--- src/rtl/pid_pkg.sv ---
// Shared constants and types for the PID controller slice.
// Default widths live here so the parent's register map and the datapath agree.
package pid_pkg;

    localparam int PID_DATA_W = 16;
    localparam int PID_GAIN_W = 16;
    localparam int PID_INT_W  = 24;

    // Gain set as held in the parent's register map.
    typedef struct packed {
        logic signed [PID_GAIN_W-1:0] kp;
        logic signed [PID_GAIN_W-1:0] ki;
        logic signed [PID_GAIN_W-1:0] kd;
    } pid_gains_t;

endpackage

--- src/rtl/pid_controller_if.sv ---
// Sample/control bus between the error front end, the PID core and the actuator side.
//
// Handshake: valid-only, no ready. A sample is transferred on every rising clk
// edge where in_valid is high; the core always accepts it. out_valid is a
// one-cycle pulse per produced control word; the consumer must take it then.
// Gains and limits are quasi-static configuration, not part of the handshake.
interface pid_controller_if
    import pid_pkg::*;
#(
    parameter int DATA_W = PID_DATA_W,
    parameter int GAIN_W = PID_GAIN_W
) ();

    logic                     in_valid;
    logic signed [DATA_W-1:0] error;
    logic                     clear;
    logic signed [GAIN_W-1:0] kp;
    logic signed [GAIN_W-1:0] ki;
    logic signed [GAIN_W-1:0] kd;
    logic signed [DATA_W-1:0] out_min;
    logic signed [DATA_W-1:0] out_max;
    logic                     out_valid;
    logic signed [DATA_W-1:0] control;
    logic                     sat_hi;
    logic                     sat_lo;

    // Upstream side: supplies samples and configuration, observes the control word.
    modport master (
        output in_valid, error, clear, kp, ki, kd, out_min, out_max,
        input  out_valid, control, sat_hi, sat_lo
    );

    // PID core side.
    modport slave (
        input  in_valid, error, clear, kp, ki, kd, out_min, out_max,
        output out_valid, control, sat_hi, sat_lo
    );

endinterface

--- src/rtl/pid_sat_clamp.sv ---
// Combinational clamp of a wide signed value into [lo, hi] of a narrower width.
// With constant lo/hi at the type extremes it doubles as a saturating adder's
// final stage. If lo > hi the configuration is inconsistent and lo wins.
module pid_sat_clamp #(
    parameter int IN_W  = 17,
    parameter int OUT_W = 16
) (
    input  logic signed [IN_W-1:0]  value,
    input  logic signed [OUT_W-1:0] lo,
    input  logic signed [OUT_W-1:0] hi,
    output logic signed [OUT_W-1:0] y,
    output logic                    sat_hi,
    output logic                    sat_lo
);

    localparam int EXT_W = IN_W - OUT_W;

    logic signed [IN_W-1:0] lo_ext;
    logic signed [IN_W-1:0] hi_ext;

    assign lo_ext = {{EXT_W{lo[OUT_W-1]}}, lo};
    assign hi_ext = {{EXT_W{hi[OUT_W-1]}}, hi};

    // Select pass-through, upper bound or lower bound; inverted limits force the lower bound.
    always_comb begin
        y      = value[OUT_W-1:0];
        sat_hi = 1'b0;
        sat_lo = 1'b0;
        if (lo > hi) begin
            y      = lo;
            sat_lo = 1'b1;
        end else if (value > hi_ext) begin
            y      = hi;
            sat_hi = 1'b1;
        end else if (value < lo_ext) begin
            y      = lo;
            sat_lo = 1'b1;
        end
    end

endmodule

--- src/rtl/pid_controller.sv ---
// Three-stage pipelined PID controller with saturating, anti-windup integrator
// and programmable output clamp.
//   S1: register error, derivative difference, update integrator
//   S2: full-precision kp/ki/kd products
//   S3: sum, arithmetic shift by FRAC_W (floor), clamp, register outputs
// Build option: define PID_DERIV_EN to compile in the derivative path
// (e_prev, de1, kd multiplier). Without it d is zero and kd is ignored.
module pid_controller
    import pid_pkg::*;
#(
    parameter int DATA_W = PID_DATA_W,
    parameter int GAIN_W = PID_GAIN_W,
    parameter int INT_W  = PID_INT_W,
    parameter int FRAC_W = 0
) (
    input  logic             clk,
    input  logic             reset_n,
    pid_controller_if.slave  bus
);

    localparam int E_W   = DATA_W + 1;      // error / difference width
    localparam int P_W   = GAIN_W + E_W;    // p and d product width
    localparam int I_W   = GAIN_W + INT_W;  // i product width
    localparam int SUM_W = I_W + 3;         // three products cannot overflow this

    localparam logic signed [INT_W-1:0] INT_MAX = {1'b0, {(INT_W-1){1'b1}}};
    localparam logic signed [INT_W-1:0] INT_MIN = {1'b1, {(INT_W-1){1'b0}}};

    // Output registers, also the anti-windup flags.
    logic                     out_valid_q;
    logic signed [DATA_W-1:0] control_q;
    logic                     sat_hi_q;
    logic                     sat_lo_q;

    // S1 state
    logic                     v1;
    logic signed [E_W-1:0]    e1;
    logic signed [INT_W-1:0]  integ;

    // S2 state
    logic                     v2;
    logic signed [P_W-1:0]    p;
    logic signed [I_W-1:0]    i;
    logic signed [P_W-1:0]    d;

    // Integrator saturating add and anti-windup hold
    logic signed [INT_W:0]    integ_sum;
    logic signed [INT_W-1:0]  integ_next;
    logic                     unused_integ_hi;
    logic                     unused_integ_lo;
    logic                     err_pos;
    logic                     err_neg;
    logic                     hold;

    assign integ_sum = {integ[INT_W-1], integ}
                     + {{(INT_W+1-DATA_W){bus.error[DATA_W-1]}}, bus.error};

    pid_sat_clamp #(
        .IN_W  (INT_W + 1),
        .OUT_W (INT_W)
    ) u_integ_sat (
        .value  (integ_sum),
        .lo     (INT_MIN),
        .hi     (INT_MAX),
        .y      (integ_next),
        .sat_hi (unused_integ_hi),
        .sat_lo (unused_integ_lo)
    );

    assign err_neg = bus.error[DATA_W-1];
    assign err_pos = !err_neg && (bus.error != '0);
    // Flags come from the most recent output, so up to two in-flight samples still integrate.
    assign hold    = (sat_hi_q && err_pos) || (sat_lo_q && err_neg);

    // S1: capture error and step the integrator; clear zeroes it and drops the sample.
    always_ff @(posedge clk or negedge reset_n) begin
        if (!reset_n) begin
            v1    <= 1'b0;
            e1    <= '0;
            integ <= '0;
        end else if (bus.clear) begin
            v1    <= 1'b0;
            integ <= '0;
        end else begin
            v1 <= bus.in_valid;
            if (bus.in_valid) begin
                e1 <= {bus.error[DATA_W-1], bus.error};
                if (!hold) begin
                    integ <= integ_next;
                end
            end
        end
    end

`ifdef PID_DERIV_EN
    logic signed [DATA_W-1:0] e_prev;
    logic signed [E_W-1:0]    de1;
    logic signed [P_W-1:0]    kd_x;
    logic signed [P_W-1:0]    de_x;

    assign kd_x = {{E_W{bus.kd[GAIN_W-1]}}, bus.kd};
    assign de_x = {{GAIN_W{de1[E_W-1]}}, de1};

    // S1 derivative history: difference against the previous accepted sample.
    always_ff @(posedge clk or negedge reset_n) begin
        if (!reset_n) begin
            e_prev <= '0;
            de1    <= '0;
        end else if (bus.clear) begin
            e_prev <= '0;
        end else if (bus.in_valid) begin
            de1    <= {bus.error[DATA_W-1], bus.error} - {e_prev[DATA_W-1], e_prev};
            e_prev <= bus.error;
        end
    end

    // S2 derivative product.
    always_ff @(posedge clk or negedge reset_n) begin
        if (!reset_n) begin
            d <= '0;
        end else if (!bus.clear && v1) begin
            d <= kd_x * de_x;
        end
    end
`else
    logic unused_kd;

    assign unused_kd = ^bus.kd;
    assign d         = '0;
`endif

    logic signed [P_W-1:0] kp_x;
    logic signed [P_W-1:0] e1_x;
    logic signed [I_W-1:0] ki_x;
    logic signed [I_W-1:0] integ_x;

    // Operands widened to the product width so the truncated product is exact.
    assign kp_x    = {{E_W{bus.kp[GAIN_W-1]}}, bus.kp};
    assign e1_x    = {{GAIN_W{e1[E_W-1]}}, e1};
    assign ki_x    = {{INT_W{bus.ki[GAIN_W-1]}}, bus.ki};
    assign integ_x = {{GAIN_W{integ[INT_W-1]}}, integ};

    // S2: proportional and integral products; integ already holds this sample's update.
    always_ff @(posedge clk or negedge reset_n) begin
        if (!reset_n) begin
            v2 <= 1'b0;
            p  <= '0;
            i  <= '0;
        end else if (bus.clear) begin
            v2 <= 1'b0;
        end else begin
            v2 <= v1;
            if (v1) begin
                p <= kp_x * e1_x;
                i <= ki_x * integ_x;
            end
        end
    end

    // S3 combinational: widen, add, floor-shift, clamp.
    logic signed [SUM_W-1:0]  sum;
    logic signed [SUM_W-1:0]  y_shift;
    logic signed [DATA_W-1:0] clamp_y;
    logic                     clamp_hi;
    logic                     clamp_lo;

    assign sum = {{(SUM_W-P_W){p[P_W-1]}}, p}
               + {{(SUM_W-I_W){i[I_W-1]}}, i}
               + {{(SUM_W-P_W){d[P_W-1]}}, d};
    assign y_shift = sum >>> FRAC_W;

    pid_sat_clamp #(
        .IN_W  (SUM_W),
        .OUT_W (DATA_W)
    ) u_out_clamp (
        .value  (y_shift),
        .lo     (bus.out_min),
        .hi     (bus.out_max),
        .y      (clamp_y),
        .sat_hi (clamp_hi),
        .sat_lo (clamp_lo)
    );

    // S3: register control word and flags; they hold when no sample arrives or on clear.
    always_ff @(posedge clk or negedge reset_n) begin
        if (!reset_n) begin
            out_valid_q <= 1'b0;
            control_q   <= '0;
            sat_hi_q    <= 1'b0;
            sat_lo_q    <= 1'b0;
        end else if (bus.clear) begin
            out_valid_q <= 1'b0;
        end else begin
            out_valid_q <= v2;
            if (v2) begin
                control_q <= clamp_y;
                sat_hi_q  <= clamp_hi;
                sat_lo_q  <= clamp_lo;
            end
        end
    end

    assign bus.out_valid = out_valid_q;
    assign bus.control   = control_q;
    assign bus.sat_hi    = sat_hi_q;
    assign bus.sat_lo    = sat_lo_q;

endmodule

--- src/flat_wrapper.sv ---
// flat-port wrapper written by rule: the top's interface ports become plain ports
module pid_controller_flat import pid_pkg::*;
#(
    parameter int DATA_W = PID_DATA_W,
    parameter int GAIN_W = PID_GAIN_W,
    parameter int INT_W  = PID_INT_W,
    parameter int FRAC_W = 0
)
  (clk, reset_n, bus_in_valid, bus_error, bus_clear, bus_kp, bus_ki, bus_kd, bus_out_min, bus_out_max, bus_out_valid, bus_control, bus_sat_hi, bus_sat_lo);
  pid_controller_if #(.DATA_W(DATA_W), .GAIN_W(GAIN_W)) bus_i ();
  input  logic clk;
  input  logic reset_n;
  input wire logic [$bits(bus_i.in_valid)-1:0] bus_in_valid;
  input wire logic [$bits(bus_i.error)-1:0] bus_error;
  input wire logic [$bits(bus_i.clear)-1:0] bus_clear;
  input wire logic [$bits(bus_i.kp)-1:0] bus_kp;
  input wire logic [$bits(bus_i.ki)-1:0] bus_ki;
  input wire logic [$bits(bus_i.kd)-1:0] bus_kd;
  input wire logic [$bits(bus_i.out_min)-1:0] bus_out_min;
  input wire logic [$bits(bus_i.out_max)-1:0] bus_out_max;
  output wire logic [$bits(bus_i.out_valid)-1:0] bus_out_valid;
  output wire logic [$bits(bus_i.control)-1:0] bus_control;
  output wire logic [$bits(bus_i.sat_hi)-1:0] bus_sat_hi;
  output wire logic [$bits(bus_i.sat_lo)-1:0] bus_sat_lo;
  assign bus_i.in_valid = bus_in_valid;
  assign bus_i.error = bus_error;
  assign bus_i.clear = bus_clear;
  assign bus_i.kp = bus_kp;
  assign bus_i.ki = bus_ki;
  assign bus_i.kd = bus_kd;
  assign bus_i.out_min = bus_out_min;
  assign bus_i.out_max = bus_out_max;
  assign bus_out_valid = bus_i.out_valid;
  assign bus_control = bus_i.control;
  assign bus_sat_hi = bus_i.sat_hi;
  assign bus_sat_lo = bus_i.sat_lo;
  pid_controller #(.DATA_W(DATA_W), .GAIN_W(GAIN_W), .INT_W(INT_W), .FRAC_W(FRAC_W)) u_core (.clk(clk), .reset_n(reset_n), .bus(bus_i));
endmodule
--- config.mk ---
export PLATFORM = sky130hd
export DESIGN_NAME = pid_controller_flat
export DESIGN_NICKNAME = d
export VERILOG_FILES = /design/src/rtl/pid_pkg.sv /design/src/rtl/pid_controller_if.sv /design/src/rtl/pid_sat_clamp.sv /design/src/rtl/pid_controller.sv /design/src/flat_wrapper.sv
export SDC_FILE = /design/constraint.sdc
export NUM_CORES = 2
export LEC_CHECK = 0
export BUFFER_PORTS_ARGS = -buffer_cell sky130_fd_sc_hd__clkbuf_2
export CAP_MARGIN = 40
export CORE_AREA = 3 3 234 236
export CTS_CLUSTER_DIAMETER = 60
export DETAILED_ROUTE_END_ITERATION = 8
export DIE_AREA = 0 0 237 239
export MAX_ROUTING_LAYER = met4
export PLACE_DENSITY = 0.81
export SLEW_MARGIN = 5
export SYNTH_ARGS = -nofsm -noshare
export SYNTH_HDL_FRONTEND = slang
export SYNTH_SLANG_ARGS = --single-unit
--- constraint.sdc ---
create_clock -name clk -period 17.9 [get_ports clk]
set_input_delay 3.58 -clock clk [delete_from_list [all_inputs] [get_ports clk]]
set_output_delay 3.58 -clock clk [all_outputs]
set_load 0.1 [all_outputs]
==> flow_summary.ini <==
[run_status]
status = complete, no violations

[global_route]
grt_max_degree = 76
track_usage = 0.3153
grt_antenna_before_repair = 6
grt_pass1_vias = 28440
grt_pass1_wl_um = 139500
overflow = 0

[flow_run]
drv_cap = 0

[routing]
drc_errors = 0
avgRoutedWirePerCell_um = 17.96
final_antenna_net_count = 0
wl_um = 82310
vias = 26670
first_iter_violations = 1795
via_per_inst = 5.817
drt_first_pass_iters = 5

[logic_synthesis]
synth_cells = 3868
synth_edf_count = 0
synth.distinct_cells = 78
syn_area_per_cell_um2 = 8.871
ys_warn_count = 0
syn-num-nets = 4947
netlist_area_um2 = 34310
synth_flop_cell = dfrtp_1
ys_ff_latch = 133
async_flop_share = 1.000
yosysSeqAreaShare = 0.09700

[die]
die_h_um = 239
pin_count = 119
die-area_um2 = 56640
die_x_um = 237
row_count = 84
coreArea_um2 = 52660
initial_core_util = 0.6516

[min_path]
hold_class = reg -> reg

[critical_path]
cp_slowest_cell = clkbuf_2
worstSetupStartpointType = primary input
crit_family = adder cells
critical_path_buf_inv_count = 6
crit_type = in -> reg
cp.arrival_ns = 10.48
cp_data_required_time_ns = 18.28
end_kind = flip-flop
cp_max_fo = 24
cp_slowest_stage_delay_ns = 0.56
cpMostUsedCell = fa_1
critical_path.cell_chain = clkbuf_2, nand2_1, fa_1, inv_1, fa_1, inv_1, fa_1, inv_1, fa_1, fa_1, inv_1, fa_1, inv_1, ha_1, a21oi_1, o21ai_0, a221o_1, a22oi_1, a21oi_1, a211oi_1, o21ai_0, or3_1, nand3_1

[clock_tree]
cts_tree = built
postCtsSetupBuffers = 0
cts-root-buf = clkbuf_16
htree_levels = 4
clockBufferDepth = 2
numCtsBuffers = 17
holdBufCountCts = 0
cts_sinks = 133
clock_latency_ns = 0.45
path_clk_slew_ns = 0.07
cts.repair.resized = 0

[timing]
period_share = 0.5642
hold_violations = 0
rsz0062_at_grt = false
slew_violations = 0
worstMarginPinSlew_ns = 0.9653
timing.hold.ws_ns = 0.4821
layout_min_cycle_time_ns = 10.10
slew_headroom = 0.3536
setup_viol_count_final = 0
setup_tns_ns = 0
finClkSkew_ns = 0.01070
fmax_ghz = 0.09903

[cells_and_area]
instances_no_fill = 4584
drive_above_1_share = 0.05292
fin_nets = 4960
fillCellCount = 4186
area_delta_synth_final_pct = 5.229
final_cell_area_um2 = 36110

[placement]
dpl.hpwl_um = 66870
placed_cell_area_um2 = 35520
gp_congestion = 0.9656
placedCellCount = 4550
portBuffers = 102
## final cells by class
| type | count | area [um2] | area share |
|---|---|---|---|
| multi-input cells | 2790 | 27440 | 0.7601 |
| clock buffers | 17 | 425.4 | 0.01178 |
| flip-flops and latches | 133 | 3328 | 0.09218 |
| diodes | 3 | 7.507 | 0.0002079 |
| clock inverters | 14 | 153.9 | 0.004262 |
| inverters | 808 | 3033 | 0.08400 |
| well taps | 688 | 860.8 | 0.02384 |
| repair buffers | 131 | 854.6 | 0.02367 |
## tightest hold or removal path: stages, from the launching register on
cell	delay, ns
dfrtp_1	0.36
nand2_1	0.05
nand2_1	0.05
## metrics by stage
stage | utilization | setup WS (ns)
after floorplan | - | 8.391
after global placement | 0.6713 | 7.573
after detailed placement | 0.6746 | 7.455
after CTS | 0.6856 | 7.916
after global routing | 0.6857 | 7.463
final | 0.6857 | 7.802
## worst paths after layout
check                                 from                      to  slack [ns]  cells after the start
hold reg to reg                u_core.p[0]             u_core.p[0]        0.48                      2
max in group asynchronous          reset_n            u_core.i[17]       13.58                      3
hold / removal                 u_core.p[0]             u_core.p[0]        0.48                      2
setup / recovery                 bus_ki[2]            u_core.i[39]        7.80                     23
setup reg to reg           u_core.integ[6]            u_core.i[39]       10.59                     22
min in group asynchronous          reset_n  u_core.bus.control[11]        3.08                      1
## cells by family (layout without fill, tap and decap cells)
| family | after synthesis | after routing | share of synthesized area |
|---|---|---|---|
| XOR/XNOR | 119 | 119 | 0.03037 |
| AND/OR/NAND/NOR | 1091 | 1091 | 0.1528 |
| adder cells (fa/ha/maj) | 979 | 979 | 0.4966 |
| buffers and inverters | 945 | 970 | 0.1039 |
| AO/OA/AOI/OAI | 568 | 568 | 0.1092 |
| multiplexers | 33 | 33 | 0.01017 |
| other | 0 | 3 | 0 |
| flip-flops | 133 | 133 | 0.09700 |
## cells in the final DEF (no fill, tap or decap), types with 7 or more instances in the layout
cell,instances
o31ai_1,10
o21bai_1,22
o211ai_1,16
clkbuf_16,17
or2_2,7
nor3_1,24
nor3b_1,8
o221ai_1,12
fa_1,638
nor2_1,85
dfrtp_1,133
a22oi_1,14
or3_1,9
a221o_1,15
xnor2_1,81
nand2b_1,31
mux2i_1,18
a21o_1,97
nor2b_1,17
clkbuf_2,101
buf_4,22
nand2_1,542
o21a_1,15
ha_1,341
a211oi_1,25
inv_1,807
a31oi_1,11
nand3_1,35
a21oi_1,139
xor2_1,38
and3_1,22
o21ai_0,127
nor4_1,10
nand4_1,29
mux2_2,15
and2_1,250
## registers in the layout (all words and copies together), names as in the netlist
name and cells:
u_core.v1 1, u_core.p 32, u_core.bus.sat_hi 1, u_core.v2 1
u_core.bus.out_valid 1, u_core.bus.control 16, u_core.e1 16, u_core.integ 24
u_core.bus.sat_lo 1, u_core.i 40
## layer usage
layer / share of wire / global-route usage / vias to the layer above
li1: - / - / 12180
met1: 0.40 / 0.4020 / 13380
met2: 0.49 / 0.5200 / 904
met3: 0.071 / 0.04995 / 201
met4: 0.035 / 0.1035 / 0
met5: 0 / - / -
## synth_stat cells (10+ instances only)
cell	count	area, um2
a211oi_1	25	187.7
a21o_1	97	728.2
a21oi_1	139	695.7
a221o_1	15	150.1
a22oi_1	14	105.1
a31oi_1	12	75.07
and2_1	250	1564
and3_1	22	137.6
clkbuf_1	132	495.5
dfrtp_1	133	3328
fa_1	638	12770
ha_1	341	4267
inv_1	807	3029
mux2_2	15	168.9
mux2i_1	18	180.2
nand2_1	542	2034
nand2b_1	32	200.2
nand3_1	35	175.2
nand4_1	29	181.4
nor2_1	86	322.8
nor2b_1	17	106.4
nor3_1	24	120.1
nor4_1	10	62.56
o211ai_1	16	120.1
o21a_1	15	112.6
o21ai_0	127	635.6
o21bai_1	22	165.2
o221ai_1	13	113.9
o31ai_1	10	75.07
xnor2_1	81	709.4
xor2_1	38	332.8
Power is not shown: default switching activity piles up to over one toggle a cycle in this logic, so the estimate is an artifact.
